<file path="config.mk">
export PLATFORM = sky130hd
export DESIGN_NAME = gf2_31_state_reg
export DESIGN_NICKNAME = d
export VERILOG_FILES = /design/src/rtl/gf2_31_state_reg.sv
export SDC_FILE = /design/constraint.sdc
export NUM_CORES = 1
export LEC_CHECK = 0
export ABC_AREA = 1
export CAP_MARGIN = 20
export CORE_ASPECT_RATIO = 1.2
export CORE_MARGIN = 2
export CORE_UTILIZATION = 30
export DETAILED_ROUTE_END_ITERATION = 8
export HOLD_SLACK_MARGIN = 0.06
export PLACE_DENSITY = 0.6
export SLEW_MARGIN = 20
export SYNTH_ARGS = -nofsm -noshare
export SYNTH_HDL_FRONTEND = slang
export SYNTH_SLANG_ARGS = --single-unit
</file>
<file path="constraint.sdc">
create_clock -name clk -period 1.82 [get_ports clk]
set_input_delay 0.364 -clock clk [delete_from_list [all_inputs] [get_ports clk]]
set_output_delay 0.364 -clock clk [all_outputs]
set_load 0.005 [all_outputs]
</file>
<file path="src/rtl/gf2_31_state_reg.sv">
`default_nettype none
// ============================================================================
// Module   : gf2_31_state_reg
// Purpose  : Recurrence state register of the GF(2^31) PRNG. Keeps DEPTH
//            WIDTH-bit state words, presents all of them to the external XOR
//            tree and shifts the tree result (fb_xor) back in. Each shift
//            produces one PRNG word, handed out with a valid/ready handshake.
//            The state is seeded by a word-serial load, and an all-zero seed
//            is rejected.
// Ports    : clk, rst_n            clock, asynchronous active-low reset
//            start                 (re)enter seed loading from any state
//            seed_valid/ready/data seed word handshake
//            seed_err              sticky, set when the last seed was all-zero
//            tap_vectors           {s[DEPTH-1],...,s[0]} to the XOR tree
//            fb_xor                XOR tree result
//            out_valid/ready/data  PRNG output handshake, data = s[0]
// Revision : 1.0  initial release
// ============================================================================
module gf2_31_state_reg #(
  parameter int WIDTH = 31,
  parameter int DEPTH = 5
) (
  input  logic                   clk,
  input  logic                   rst_n,
  input  logic                   start,
  input  logic                   seed_valid,
  output logic                   seed_ready,
  input  logic [WIDTH-1:0]       seed_data,
  output logic                   seed_err,
  output logic [DEPTH*WIDTH-1:0] tap_vectors,
  input  logic [WIDTH-1:0]       fb_xor,
  output logic                   out_valid,
  input  logic                   out_ready,
  output logic [WIDTH-1:0]       out_data
);

  localparam int CNT_W = (DEPTH > 1) ? $clog2(DEPTH) : 1;
  localparam logic [CNT_W-1:0] c_CNT_LAST = CNT_W'(DEPTH - 1);

  localparam logic [1:0] c_IDLE  = 2'd0;
  localparam logic [1:0] c_LOAD  = 2'd1;
  localparam logic [1:0] c_PRIME = 2'd2;
  localparam logic [1:0] c_RUN   = 2'd3;

  logic [1:0]       r_state;
  logic [CNT_W-1:0] r_cnt;
  logic [WIDTH-1:0] r_s [DEPTH];
  logic             r_seed_err;
  logic             r_out_valid;

  logic             w_seed_acc;
  logic             w_seed_zero;
  logic             w_shift;
  logic [WIDTH-1:0] w_x;

  // A seed handshake coinciding with start is discarded: start wins.
  assign w_seed_acc = (r_state == c_LOAD) && seed_valid && !start;

  // The seed being completed occupies s[DEPTH-2:0] plus the incoming word;
  // s[DEPTH-1] is about to be shifted out and is not part of it.
  always_comb begin
    w_seed_zero = (seed_data == '0);
    for (int i = 0; i < DEPTH - 1; i++) begin
      w_seed_zero = w_seed_zero && (r_s[i] == '0);
    end
  end

  assign w_shift = !start && (w_seed_acc ||
                              (r_state == c_PRIME) ||
                              ((r_state == c_RUN) && r_out_valid && out_ready));

  assign w_x = (r_state == c_LOAD) ? seed_data : fb_xor;

  always_ff @(posedge clk or negedge rst_n) begin
    if (!rst_n) begin
      for (int i = 0; i < DEPTH; i++) begin
        r_s[i] <= '0;
      end
    end else if (w_shift) begin
      r_s[0] <= w_x;
      for (int i = 1; i < DEPTH; i++) begin
        r_s[i] <= r_s[i-1];
      end
    end
  end

  always_ff @(posedge clk or negedge rst_n) begin
    if (!rst_n) begin
      r_state     <= c_IDLE;
      r_cnt       <= '0;
      r_seed_err  <= 1'b0;
      r_out_valid <= 1'b0;
    end else if (start) begin
      r_state     <= c_LOAD;
      r_cnt       <= '0;
      r_seed_err  <= 1'b0;
      r_out_valid <= 1'b0;
    end else begin
      case (r_state)
        c_LOAD: begin
          if (w_seed_acc) begin
            if (r_cnt == c_CNT_LAST) begin
              r_cnt <= '0;
              if (w_seed_zero) begin
                r_state    <= c_IDLE;
                r_seed_err <= 1'b1;
              end else begin
                r_state <= c_PRIME;
              end
            end else begin
              r_cnt <= r_cnt + 1'b1;
            end
          end
        end
        c_PRIME: begin
          r_state     <= c_RUN;
          r_out_valid <= 1'b1;
        end
        default: begin
          // IDLE waits for start; RUN holds until start or reset.
        end
      endcase
    end
  end

  for (genvar g = 0; g < DEPTH; g++) begin : g_taps
    assign tap_vectors[g*WIDTH +: WIDTH] = r_s[g];
  end

  assign seed_ready = (r_state == c_LOAD);
  assign seed_err   = r_seed_err;
  assign out_valid  = r_out_valid;
  assign out_data   = r_s[0];

endmodule
`default_nettype wire

</file>
* After elaboration in Yosys (flattened, before gate mapping)
Cells that the tools add are included.
** Word-level totals
- Bits in registers :: 162
- Bits of input ports :: 67
- Output and inout bits :: 189
** Operators by class
- Add/subtract/negate cells :: 1
- Equal/unequal tests :: 6
- Multiplexer cells :: 17
- Reductions and logical operators :: 26
** Operators with widths (number)
- zero test 31 bit :: 5
- 2-to-1 mux 31 bit :: 1
- 2-to-1 mux 3 bit :: 4
- nonzero test 2 bit :: 5
- logical AND 1 bit :: 9
- 2-to-1 mux 2 bit :: 4
- 2-to-1 mux 1 bit :: 7
- inequality test 3 x 2 -> 1 bit, second input constant :: 2
- == test 2 bit, second input constant :: 2
- one-hot mux 2 bit (2 select lines) :: 1
- AND reduction 4 bit :: 1
- adder 3 x 1 -> 3 bit, second input constant :: 1
- == test 3 bit, second input constant :: 1
- AND reduction 3 bit :: 1
- nonzero test 3 bit :: 1
- == test 2 x 1 -> 1 bit, second input constant :: 1
- logical OR 1 bit :: 2
- AND reduction 2 bit :: 1
- zero test 1 bit :: 1

* Logic depth before layout (Yosys ltp)
Gate-level depths: netlist of the first run.
- Word-level depth :: 10
- Mapped depth :: 9
- Gate-level depth less buffers :: 9

* Worst setup path after synthesis of the first run
OpenSTA, ideal clock, no wires.
- Path kind :: flip-flop to flip-flop
- Start point :: register r_state[1]
- End point :: register r_s (netlist bit out_data[0])
- Arrival :: 1.286 ns
- Required time :: 1.690 ns
- Path slack :: 0.404 ns
- Stages on the path, launching flop included :: 7
- Path buffers :: 2
- Period minus slack after synthesis :: 1.416 ns
- Cells stage by stage :: dfrtp_1 > nor2_4 > nand2_1 > a31oi_2 > buf_2 > buf_2 > a31oi_1
** On the way
- Cells in the longest elaborated chain, start to end :: 6
- Elaborated cells between the ends (all ways) :: 11
- Classes of those cells :: eq/ne: 3; mux: 1; reduce/logical: 7
** RTL lines
- from (decl) :: line 45 : logic [1:0] r_state;
- from (signal assigned) :: line 89 : r_state <= c_IDLE;
- from (signal assigned) :: line 94 : r_state <= c_LOAD;
- from (signal assigned) :: line 105 : r_state <= c_IDLE;
- == test 2 x 1 -> 1 bit :: line 57, 72
- logical AND 1 bit (2 in series) :: line 57 : assign w_seed_acc = (r_state == c_LOAD) && seed_valid && !start;
- logical OR 1 bit :: line 68 : assign w_shift = !start && (w_seed_acc ||
- logical OR 1 bit :: line 69 : (r_state == c_PRIME) ||
- logical AND 1 bit :: line 68
- to (signal, indexed assignment) :: line 82 : r_s[i] <= r_s[i-1];
- to (decl) :: line 47 : logic [WIDTH-1:0] r_s [DEPTH];
Parallel ways exist; a longest one is shown, timed or not.
A chain may end at the register's enable or synchronous reset.

* Final worst setup path of the first run
- Start point :: register r_s (netlist bit tap_vectors[50])
- End point :: output tap_vectors[50]
** RTL lines
- to (decl) :: line 30 : output logic [DEPTH*WIDTH-1:0] tap_vectors,
No word-level cell between the ends.

==> impl_results.md, run 1 <==
* Vias in the first global route at between 5,000 and 6,000
* Top FF cell, synth: dfrtp_1
* Effective utilization at floorplan at 0.303
* Crit-path slowest cell: clkdlybuf4s50_1
* Syn nets at roughly 930
* Most used standard cells in the synthesized netlist: 191 x nand2_1, 162 x dfrtp_1, 160 x nor2_1, 91 x inv_1, 87 x o21ai_0
* Clock transition at path regs at approximately 70 ps
* # IOs at approximately 260
* Mean routed wirelength per cell at about 15 um
* Number of synthesized flops with an enable pin at 0
* Final Max Slew Viols at 0
* Worst-Margin Slew at 372 ps
* Final non-filler cell total at about 1,400
* Place WS at -67.0 ps
* PD cells at 1480 nW/um^2
* Routed vias/inst at 4.29
* Final wirelength at 20.9 mm
* Initial antenna violation count at 0
* Layout Skew at 16.3 ps
* Top sig layer: met4
* Metal3 WL at 819 um
* First-pass GRT wire length at 33.6 mm
* CP Max Fanout at 4
* Final ANT Viol Nets at 0
* Die Area at 25,200 um^2
* First-pass DRT Iterations at 6
* CTS sink count at around 160
* Period utilization at 0.977
* R2r setup slk at around 170 ps
* Via count at slightly above 6,000
* Post-DP HPWL at 15.8 mm
* Reg-to-Reg Start: r_state[1]
* Max_slew headroom at 0.752
* GRT Util Overall at 0.168
* WP buf/inv at 1
* Crit path arrival time at 1410 ps
* Leakage at between 4 and 5 nW
* Number of placement rows at a little over 60
* Final min period at 1780 ps
* Clk root buf: clkbuf_16
* Status: finished, final reports clean
* Final Worst Setup Slack at 41.4 ps
* MaxCap Viol Count at 0
* CTS max path bufs at 2
* Synth area leader: dfrtp_1
* Synth async-reset ratio at 1.00
* Met1 WL at between 9 and 10 mm
* Crit-path leading delay family: buffers and inverters
* Worst Reg-to-Reg Cells at 9
* Critical Path Max Stage Delay at 540 ps
* Reg2Reg Capture Point: tap_vectors[146]
* Largest cells by area after synthesis: dfrtp_1 56%, nand2_1 10%, nor2_1 8.3%, o21ai_0 6.1%, inv_1 4.7%
* Share of the synthesized area in the top cell type at 0.563
* Layout Nets at roughly 1,200
* Count of cell types in the netlist at 23
* DRC Markers at 0
* Number of buffers added on ports at 255
* Sequential area share after synthesis at 0.563
* Post-Place Cells at 1,387
* Worst hold slack at 407 ps
* P&R area growth vs syn at 47.9%
* Crit path cell chain: clkdlybuf4s50_1
* Core area at 23,700 um^2
* CP Capture Type: output port
* Final Hold Viols at 0
* Data required, critical path at 1460 ps
* H-tree lvl count at 4
* Yosys warns at 0
* TNS Setup at 0 ps
* CTS Buf Count at 17
* Register area at 4090 um^2
* Iter 0 DRT Violations at 308
* CP Class: register to output port
* Post-Syn Area at just over 7000 um^2
* Synthesized instance count at 864
* Die height at approximately 170 um
* Most frequent cell after synthesis: nand2_1
* Avg Cell Area, Syn at between 8 and 9 um^2
* RSZ-0062 raised after global routing: no
* Max VDD drop at between 0.0005 and 0.0006 V
* Multi-input logic area at approximately 2300 um^2
* Setup violators final at 0
* Worst setup SP type: register
* Layout cell share with drive strength beyond 1 at 0.0780
* Total power at 15.8 mW
* Hold WC Path Type: input port to async pin
* Final Wtd Congestion at 0.836
* Fillers at around 2,400
* Grt total ovfl at 0
* Chip width at between 100 and 150 um
* Clock latency on the worst-skew pair at 420 ps
* Synthesis-stage register bit count at 162
* N_diodes at 0
* CTS tree: done
* Met2 routed wirelength at 10.4 mm
* Largest net degree at the start of global routing at 51
* Max Freq at 0.562 GHz
## kinds of logic after synthesis
kind of cell / synth area share
adder cells (fa/ha/maj): 0.00348
AO/OA/AOI/OAI: 0.120
buffers and inverters: 0.113
AND/OR/NAND/NOR: 0.201
flip-flops: 0.563
## routing by layer
| layer | GRT usage | vias up |
|---|---|---|
| li1 | - | 3146 |
| met1 | 0.216 | 2782 |
| met2 | 0.283 | 164 |
| met3 | 0.0308 | 18 |
| met4 | 0.0629 | 0 |
| met5 | 0 | - |
## timing repair
item                                    CTS  global route
gates cloned                              0             0
buffers inserted                          1             2
pin swaps                                 1             0
endpoints found under the hold margin    33             0
endpoints found under the setup margin   21            26
hold buffers                              1             0
gates resized for setup                  12            16
## area by class of cell
cell class | instances | share of cell area
clock inverter | 14 | 0.0146
sequential | 162 | 0.384
inverter | 93 | 0.0328
tap | 320 | 0.0376
multi-input combinational | 538 | 0.220
timing repair buffer | 278 | 0.270
clock buffer | 18 | 0.0413
## state kept, by name (all words and copies together), names as in the netlist
| signal | flops |
|---|---|
| out_data | 31 |
| out_valid | 1 |
| r_cnt | 3 |
| r_state | 2 |
| seed_err | 1 |
| tap_vectors | 124 |
## cells in the final DEF (no fill, tap or decap), types with 2 or more instances in the layout
cell type        synthesis  routed
inv_2                    2       2
dlymetal6s2s_1           0       2
a21oi_1                 41      41
nand2_1                191     191
buf_4                   38      11
o21ai_0                 87      87
clkinv_2                 0       3
clkbuf_16                0      17
dfrtp_1                162     137
ha_1                     2       2
nor2_1                 160     160
inv_6                    0       2
a31oi_1                 31      31
buf_12                   0      11
dfrtp_2                  0      25
nand3_1                 17      17
clkdlybuf4s50_1          0     251
clkinv_4                 0       5
bufinv_16                0       2
inv_1                   91      91
## where the power goes
group	total [mW]	switching [mW]	internal (mW)
logic	5.81	2.26	3.55
clock network	3.60	1.52	2.08
registers	6.38	1.39	4.99
total	15.8	5.17	10.6
## metrics by stage
stage | instance area [um^2] | util
after floorplan | 7190 | -
after global placement | 9980 | 0.420
after detailed placement | 9980 | 0.420
after CTS | 10600 | 0.447
after global routing | 10600 | 0.448
final | 10600 | 0.448
## how the worst max path moves through the flow
stage                     from               to  slack [ps]  cells after the start
3_5_place_dp         out_ready  tap_vectors[83]         -70                      7
3_3_place_gp         out_ready  tap_vectors[83]         -40                      7
4_1_cts           out_data[20]  tap_vectors[20]           1                      1
2_1_floorplan       r_state[1]      out_data[0]         400                      6
6_report       tap_vectors[50]  tap_vectors[50]          40                      1
5_1_grt           out_data[22]     out_data[22]         0.7                      1
Power figures use the tool's default switching activity.
==> run 2: changes to the inputs <==
SKIP_LAST_GASP = 1   (was unset)
SLEW_MARGIN = unset   (was 20)
==> results of run 2 <==
Same layout as run 1: the final DEF is identical, and so are final timing and power.
